<file path="config.mk">
export PLATFORM = sky130hd
export DESIGN_NAME = load_store_unit
export DESIGN_NICKNAME = d
export VERILOG_FILES = /design/src/rtl/load_store_unit.sv
export SDC_FILE = /design/constraint.sdc
export NUM_CORES = 1
export LEC_CHECK = 0
export ABC_AREA = 1
export BUFFER_PORTS_ARGS = -buffer_cell sky130_fd_sc_hd__buf_2
export CAP_MARGIN = 20
export CORE_MARGIN = 8
export CORE_UTILIZATION = 49
export DETAILED_ROUTE_END_ITERATION = 6
export PLACE_DENSITY_LB_ADDON = 0.12
export REMOVE_ABC_BUFFERS = 1
export SYNTH_ARGS = -nofsm -noshare
export SYNTH_HDL_FRONTEND = slang
export SYNTH_SLANG_ARGS = --single-unit
</file>
<file path="constraint.sdc">
create_clock -name i_clk -period 7.9 [get_ports i_clk]
set_clock_uncertainty 0.05 [all_clocks]
set_input_delay 1.58 -clock i_clk [delete_from_list [all_inputs] [get_ports i_clk]]
set_output_delay 1.58 -clock i_clk [all_outputs]
set_load 0.05 [all_outputs]
</file>
<file path="src/rtl/load_store_unit.sv">
// load_store_unit
//   Memory-stage load/store engine. Accepts MemRead/MemWrite/BE/funct3 from
//   the EX/MEM register, runs a req/ack handshake with a variable-latency
//   data memory, steers store bytes onto the proper lanes, and aligns plus
//   sign/zero-extends load data. Holds the pipeline in stall while a request
//   is outstanding and aborts after TIMEOUT_CYCLES without an ack.
//
// Ports
//   i_clk, i_rst         clock (rising edge), async active-high reset
//   i_valid              EX/MEM holds a live instruction
//   i_mem_read/_write    load / store request (write wins when both set)
//   i_be                 access width: 0001 byte, 0011 half, 1111 word
//   i_funct3             bit 2 selects unsigned load
//   i_addr, i_wdata      byte address, right-justified store data
//   o_stall              freeze upstream pipeline registers
//   o_rdata              aligned, extended load result (held between loads)
//   o_rdata_valid        one-cycle pulse, load result valid
//   o_misalign           one-cycle pulse, access rejected
//   o_timeout            one-cycle pulse, memory never acked
//   o_dm_*               data-memory request side
//   i_dm_ack, i_dm_rdata data-memory completion and read data
module load_store_unit #(
   parameter int unsigned ADDR_W         = 12,
   parameter int unsigned TIMEOUT_CYCLES = 64
) (
   input  logic              i_clk,
   input  logic              i_rst,
   input  logic              i_valid,
   input  logic              i_mem_read,
   input  logic              i_mem_write,
   input  logic [3:0]        i_be,
   input  logic [2:0]        i_funct3,
   input  logic [31:0]       i_addr,
   input  logic [31:0]       i_wdata,
   output logic              o_stall,
   output logic [31:0]       o_rdata,
   output logic              o_rdata_valid,
   output logic              o_misalign,
   output logic              o_timeout,
   output logic              o_dm_req,
   output logic              o_dm_we,
   output logic [ADDR_W-1:0] o_dm_addr,
   output logic [3:0]        o_dm_be,
   output logic [31:0]       o_dm_wdata,
   input  logic              i_dm_ack,
   input  logic [31:0]       i_dm_rdata
);

   localparam int unsigned CNT_W = (TIMEOUT_CYCLES > 1) ? $clog2(TIMEOUT_CYCLES) : 1;
   localparam logic [CNT_W-1:0] CNT_LAST = CNT_W'(TIMEOUT_CYCLES - 1);

   typedef enum logic [1:0] {
      S_IDLE,
      S_WAIT,
      S_RESP
   } state_t;

   state_t            r_state;
   state_t            w_state_nxt;
   logic [CNT_W-1:0]  r_cnt;
   logic              r_we;
   logic [ADDR_W-1:0] r_dm_addr;
   logic [3:0]        r_dm_be;
   logic [31:0]       r_dm_wdata;
   logic              r_uns;
   logic [1:0]        r_lane;
   logic              r_word;
   logic              r_half;
   logic              r_to;
   logic [31:0]       r_rdata;

   logic              w_start;
   logic              w_mis;
   logic [31:0]       w_shift;
   logic [31:0]       w_load_ext;
   logic              w_unused;

   assign w_unused = ^{i_funct3[1:0], i_addr[31:ADDR_W+2]};

   assign w_start = i_valid & (i_mem_read | i_mem_write);

   always_comb begin
      w_mis = 1'b1;
      case (i_be)
         4'b0001: w_mis = 1'b0;
         4'b0011: w_mis = i_addr[0];
         4'b1111: w_mis = |i_addr[1:0];
         default: w_mis = 1'b1;
      endcase
   end

   assign w_shift = i_dm_rdata >> {r_lane, 3'b000};

   always_comb begin
      if (r_word) begin
         w_load_ext = w_shift;
      end else if (r_half) begin
         w_load_ext = {{16{~r_uns & w_shift[15]}}, w_shift[15:0]};
      end else begin
         w_load_ext = {{24{~r_uns & w_shift[7]}}, w_shift[7:0]};
      end
   end

   // IDLE-state outputs depend on live inputs, so they are masked by reset
   // to keep every output low while reset is held.
   always_comb begin
      w_state_nxt   = r_state;
      o_stall       = 1'b0;
      o_misalign    = 1'b0;
      o_dm_req      = 1'b0;
      o_rdata_valid = 1'b0;
      o_timeout     = 1'b0;
      case (r_state)
         S_IDLE: begin
            if (w_start && !i_rst) begin
               if (w_mis) begin
                  o_misalign = 1'b1;
               end else begin
                  o_stall     = 1'b1;
                  w_state_nxt = S_WAIT;
               end
            end
         end
         S_WAIT: begin
            o_dm_req = 1'b1;
            o_stall  = 1'b1;
            if (i_dm_ack || (r_cnt == CNT_LAST)) begin
               w_state_nxt = S_RESP;
            end
         end
         S_RESP: begin
            o_rdata_valid = ~r_to & ~r_we;
            o_timeout     = r_to;
            w_state_nxt   = S_IDLE;
         end
         default: w_state_nxt = S_IDLE;
      endcase
   end

   always_ff @(posedge i_clk or posedge i_rst) begin
      if (i_rst) begin
         r_state    <= S_IDLE;
         r_cnt      <= '0;
         r_we       <= 1'b0;
         r_dm_addr  <= '0;
         r_dm_be    <= '0;
         r_dm_wdata <= '0;
         r_uns      <= 1'b0;
         r_lane     <= '0;
         r_word     <= 1'b0;
         r_half     <= 1'b0;
         r_to       <= 1'b0;
         r_rdata    <= '0;
      end else begin
         r_state <= w_state_nxt;
         case (r_state)
            S_IDLE: begin
               if (w_start && !w_mis) begin
                  r_we       <= i_mem_write;
                  r_dm_addr  <= i_addr[ADDR_W+1:2];
                  r_dm_be    <= i_be << i_addr[1:0];
                  r_dm_wdata <= i_wdata << {i_addr[1:0], 3'b000};
                  r_uns      <= i_funct3[2];
                  r_lane     <= i_addr[1:0];
                  r_word     <= i_be[3];
                  r_half     <= i_be[1] & ~i_be[3];
                  r_cnt      <= '0;
                  r_to       <= 1'b0;
               end
            end
            S_WAIT: begin
               // An ack in the expiry cycle wins over the timeout.
               if (i_dm_ack) begin
                  r_to <= 1'b0;
                  if (!r_we) begin
                     r_rdata <= w_load_ext;
                  end
               end else if (r_cnt == CNT_LAST) begin
                  r_to    <= 1'b1;
                  r_rdata <= '0;
               end else begin
                  r_cnt <= r_cnt + 1'b1;
               end
            end
            default: ;
         endcase
      end
   end

   assign o_rdata    = r_rdata;
   assign o_dm_we    = r_we;
   assign o_dm_addr  = r_dm_addr;
   assign o_dm_be    = r_dm_be;
   assign o_dm_wdata = r_dm_wdata;

endmodule

</file>
==> results.sh <==
export IMPL_synth_top_cell_area_share_pct=47.1
export IMPL_placeableCoreArea_mm2=0.0102
export IMPL_max_freq_mhz=214
export IMPL_hold_path_class="reg2reg"
export IMPL_yosys_area_share_adder_pct=0.248
export IMPL_antenna_left=0
export IMPL_syn_inst=713
export IMPL_yosys_area_share_simple_pct=36.4
export IMPL_dp_hpwl_um=10100
export IMPL_synth_compound_area_share_pct=8.65
export IMPL_area_delta_synth_final_pct=21.4
export IMPL_seqPwrFrac_pct=36.7
export IMPL_grt_overflow_total=0
export IMPL_setup_viol_count_final=0
export IMPL_synth_mux_area_share_pct=0
export IMPL_clockRootBuffer="sky130_fd_sc_hd__clkbuf_8"
export IMPL_fin_crit_sh_pct=59.0
export IMPL_tritoncts_num_sinks=95
export IMPL_post_cts_hold_buffer_count=0
export IMPL_ys_flop_type="sky130_fd_sc_hd__dfrtp_1"
export IMPL_tritoncts="built"
export IMPL_ys_types=29
export IMPL_dp_cells=985
export IMPL_grtUsageTotal_pct=20.7
export IMPL_finish_net_count=972
export IMPL_multiInputGateArea_mm2=0.00230
export IMPL_post_cts_buffers=0
export IMPL_total_number_of_yosys_warnings=0
export IMPL_num_antenna_cells=0
export IMPL_swShare_pct=51.2
export IMPL_timing_worst_slew_pin_value_ns=0.994
export IMPL_critical_path_peak_fanout=30
export IMPL_synth_area_per_cell_um2=7.08
export IMPL_crit_path_end_kind="output port"
export IMPL_critical_path_class="in2out"
export IMPL_fp_row_count=37
export IMPL_initial_antenna_violation_count=0
export IMPL_clock_tree_buffer_depth=2
export IMPL_layout_area_seq_mm2=0.00238
export IMPL_hold_viol_final=0
export IMPL_critPathRequiredTime_ns=6.27
export IMPL_maximum_number_of_pins_on_one_net_before_global_route_repair=73
export IMPL_drt_initial_drc_count=476
export IMPL_clk_latency_ns=0.37
export IMPL_post_synth_top_area_cell="sky130_fd_sc_hd__dfrtp_1"
export IMPL_buffer_ports_inserted=174
export IMPL_post_drt_via_cell_ratio=5.13
export IMPL_grt_first_pass_wirelength_um=24000
export IMPL_internal_power_uw=948
export IMPL_async_flop_share_pct=100
export IMPL_dr_wl_met2_um=6820
export IMPL_worst_endpoint_arrival_ns=3.03
export IMPL_synth_seq_cells=95
export IMPL_cts_repair_resize_count=0
export IMPL_clkPwrFrac_pct=15.2
export IMPL_chipWidth_um=117
export IMPL_final_cell_mix="sky130_fd_sc_hd__nand2_1, sky130_fd_sc_hd__buf_2, sky130_fd_sc_hd__dfrtp_1, sky130_fd_sc_hd__o21ai_0"
export IMPL_seq_area_frac_synth_pct=47.1
export IMPL_rsz0062_at_grt="false"
export IMPL_fin_setup_tns_ns=0
export IMPL_slew_violations=0
export IMPL_dp_slack_ns=3.23
export IMPL_finalWorstSetupSlack_ns=3.24
export IMPL_postRouteWirelength_um=14600
export IMPL_design_portCount=195
export IMPL_path_clk_slew_ns=0.08
export IMPL_worstSetupStartpointType="input pin"
export IMPL_wl_met3_um=1400
export IMPL_share_of_layout_cells_above_drive_strength_1_pct=23.9
export IMPL_route_detailed_drc=0
export IMPL_synth_xor_xnor_area_share_pct=0.174
export IMPL_final_fill_count=997
export IMPL_highest_signal_layer="met4"
export IMPL_combinational_family_with_the_most_area_after_synthesis="simple AND/OR/NAND/NOR gates"
export IMPL_layout_core_utilization_pct=60.2
export IMPL_netlist_top_cells_area="sky130_fd_sc_hd__dfrtp_1, sky130_fd_sc_hd__nand2_1, sky130_fd_sc_hd__o21ai_0"
export IMPL_floorplan_die_height_um=117
export IMPL_post_drt_wl_per_cell_um=14.5
export IMPL_synth_enable_flop_cells=0
export IMPL_via_count=5147
export IMPL_max_vdd_ir_drop_mv=0.189
export IMPL_outcome="finished, final reports clean"
export IMPL_power_density_cell_area_mw_per_mm2=317
export IMPL_power_share_combinational_pct=48.1
export IMPL_max_cap_violations=0
export IMPL_cts_max_level=3
export IMPL_floorplan_die_area_mm2=0.0138
export IMPL_slew_headroom_pct=33.7
export IMPL_gpl_final_weighted_congestion=0.803
export IMPL_initial_utilization_pct=49.5
export IMPL_cts_buffers_inserted=9
export IMPL_wl_met1_um=6140
export IMPL_leakagePower_nw=3.60
export IMPL_period_minus_slack_ns=4.66
export IMPL_power_net_switching_uw=993
export IMPL_fin_cells=1003
export IMPL_drt_first_pass_iters=7
export IMPL_netlist_area_before_placement_mm2=0.00505
export IMPL_final_common_cell="sky130_fd_sc_hd__nand2_1"
export IMPL_grt_pass1_vias=5085
## sequential cells by signal, summed over array words and instances (netlist names), 2 cells and up
register,count
o_dm_be,4
o_dm_addr,12
o_rdata,32
r_cnt,6
r_state,2
o_dm_wdata,32
r_lane,2
## routing by layer
layer  GRT usage [%]  vias to the layer above
li1                -                     2555
met1            24.5                     2361
met2            34.3                      216
met3            6.62                       15
met4            7.93                        0
met5               0                        -
## cell families after synthesis
kind of cell / Yosys count
AND/OR/NAND/NOR: 450
adder cells (fa/ha/maj): 1
AO/OA/AOI/OAI: 79
buffers and inverters: 87
flip-flops: 95
XOR/XNOR: 1
## worst paths after layout
kind	from	to	slack (ns)	depth (start not counted)
min reg2reg	o_rdata[3]	o_rdata[3]	0.42	2
max in group asynchronous	i_rst	o_dm_wdata[29]	5.48	3
min	o_rdata[3]	o_rdata[3]	0.42	2
min in group asynchronous	i_rst	o_rdata[18]	1.18	2
max	i_addr[1]	o_stall	3.24	9
max reg2reg	r_lane[0]	o_rdata[24]	5.19	7
## Yosys cell counts (2+ instances only)
master / instances
sky130_fd_sc_hd__a21oi_1: 9
sky130_fd_sc_hd__a22oi_1: 7
sky130_fd_sc_hd__a31oi_1: 8
sky130_fd_sc_hd__buf_1: 3
sky130_fd_sc_hd__buf_2: 17
sky130_fd_sc_hd__buf_4: 5
sky130_fd_sc_hd__clkbuf_1: 15
sky130_fd_sc_hd__dfrtp_1: 95
sky130_fd_sc_hd__inv_1: 42
sky130_fd_sc_hd__inv_2: 4
sky130_fd_sc_hd__nand2_1: 353
sky130_fd_sc_hd__nand2_2: 3
sky130_fd_sc_hd__nand3_1: 41
sky130_fd_sc_hd__nand4_1: 18
sky130_fd_sc_hd__nor2_1: 26
sky130_fd_sc_hd__nor3b_1: 2
sky130_fd_sc_hd__nor4_1: 2
sky130_fd_sc_hd__o21ai_0: 52
## per-stage QoR
stage	hold WS (ns)	total power, mW	cell area (µm²)
after global placement	0.399	1.63	5920
final	0.423	1.94	6130
after floorplan	0.441	1.39	4840
after detailed placement	0.406	1.65	5920
after global routing	0.450	2.05	6130
after CTS	0.429	1.95	6090
## worst max-delay path: stages
cell and delay (ns):
sky130_fd_sc_hd__buf_2 0.19, sky130_fd_sc_hd__inv_2 0.40, sky130_fd_sc_hd__nand3_1 0.12, sky130_fd_sc_hd__nand2_1 0.14, sky130_fd_sc_hd__nand2_1 0.07, sky130_fd_sc_hd__inv_1 0.07, sky130_fd_sc_hd__nand4_1 0.10, sky130_fd_sc_hd__nand2_1 0.08
sky130_fd_sc_hd__buf_2 0.27
## power by group through the flow
stage	Sequential (mW)	Clock, mW	Combinational, mW
final	0.712	0.295	0.934
after global routing	0.729	0.320	1.00
after CTS	0.720	0.304	0.922
after detailed placement	0.728	0	0.921
after global placement	0.724	0	0.910
after floorplan	1.15	0	0.236
## area by class of cell
type	count	area share, %
Clock inverter	6	0.735
Tap cell	136	2.78
Clock buffer	10	2.08
Timing Repair Buffer	179	15.2
Inverter	46	2.86
Multi-Input combinational cell	531	37.5
Sequential cell	95	38.8
(Power assumes the default switching activity.)
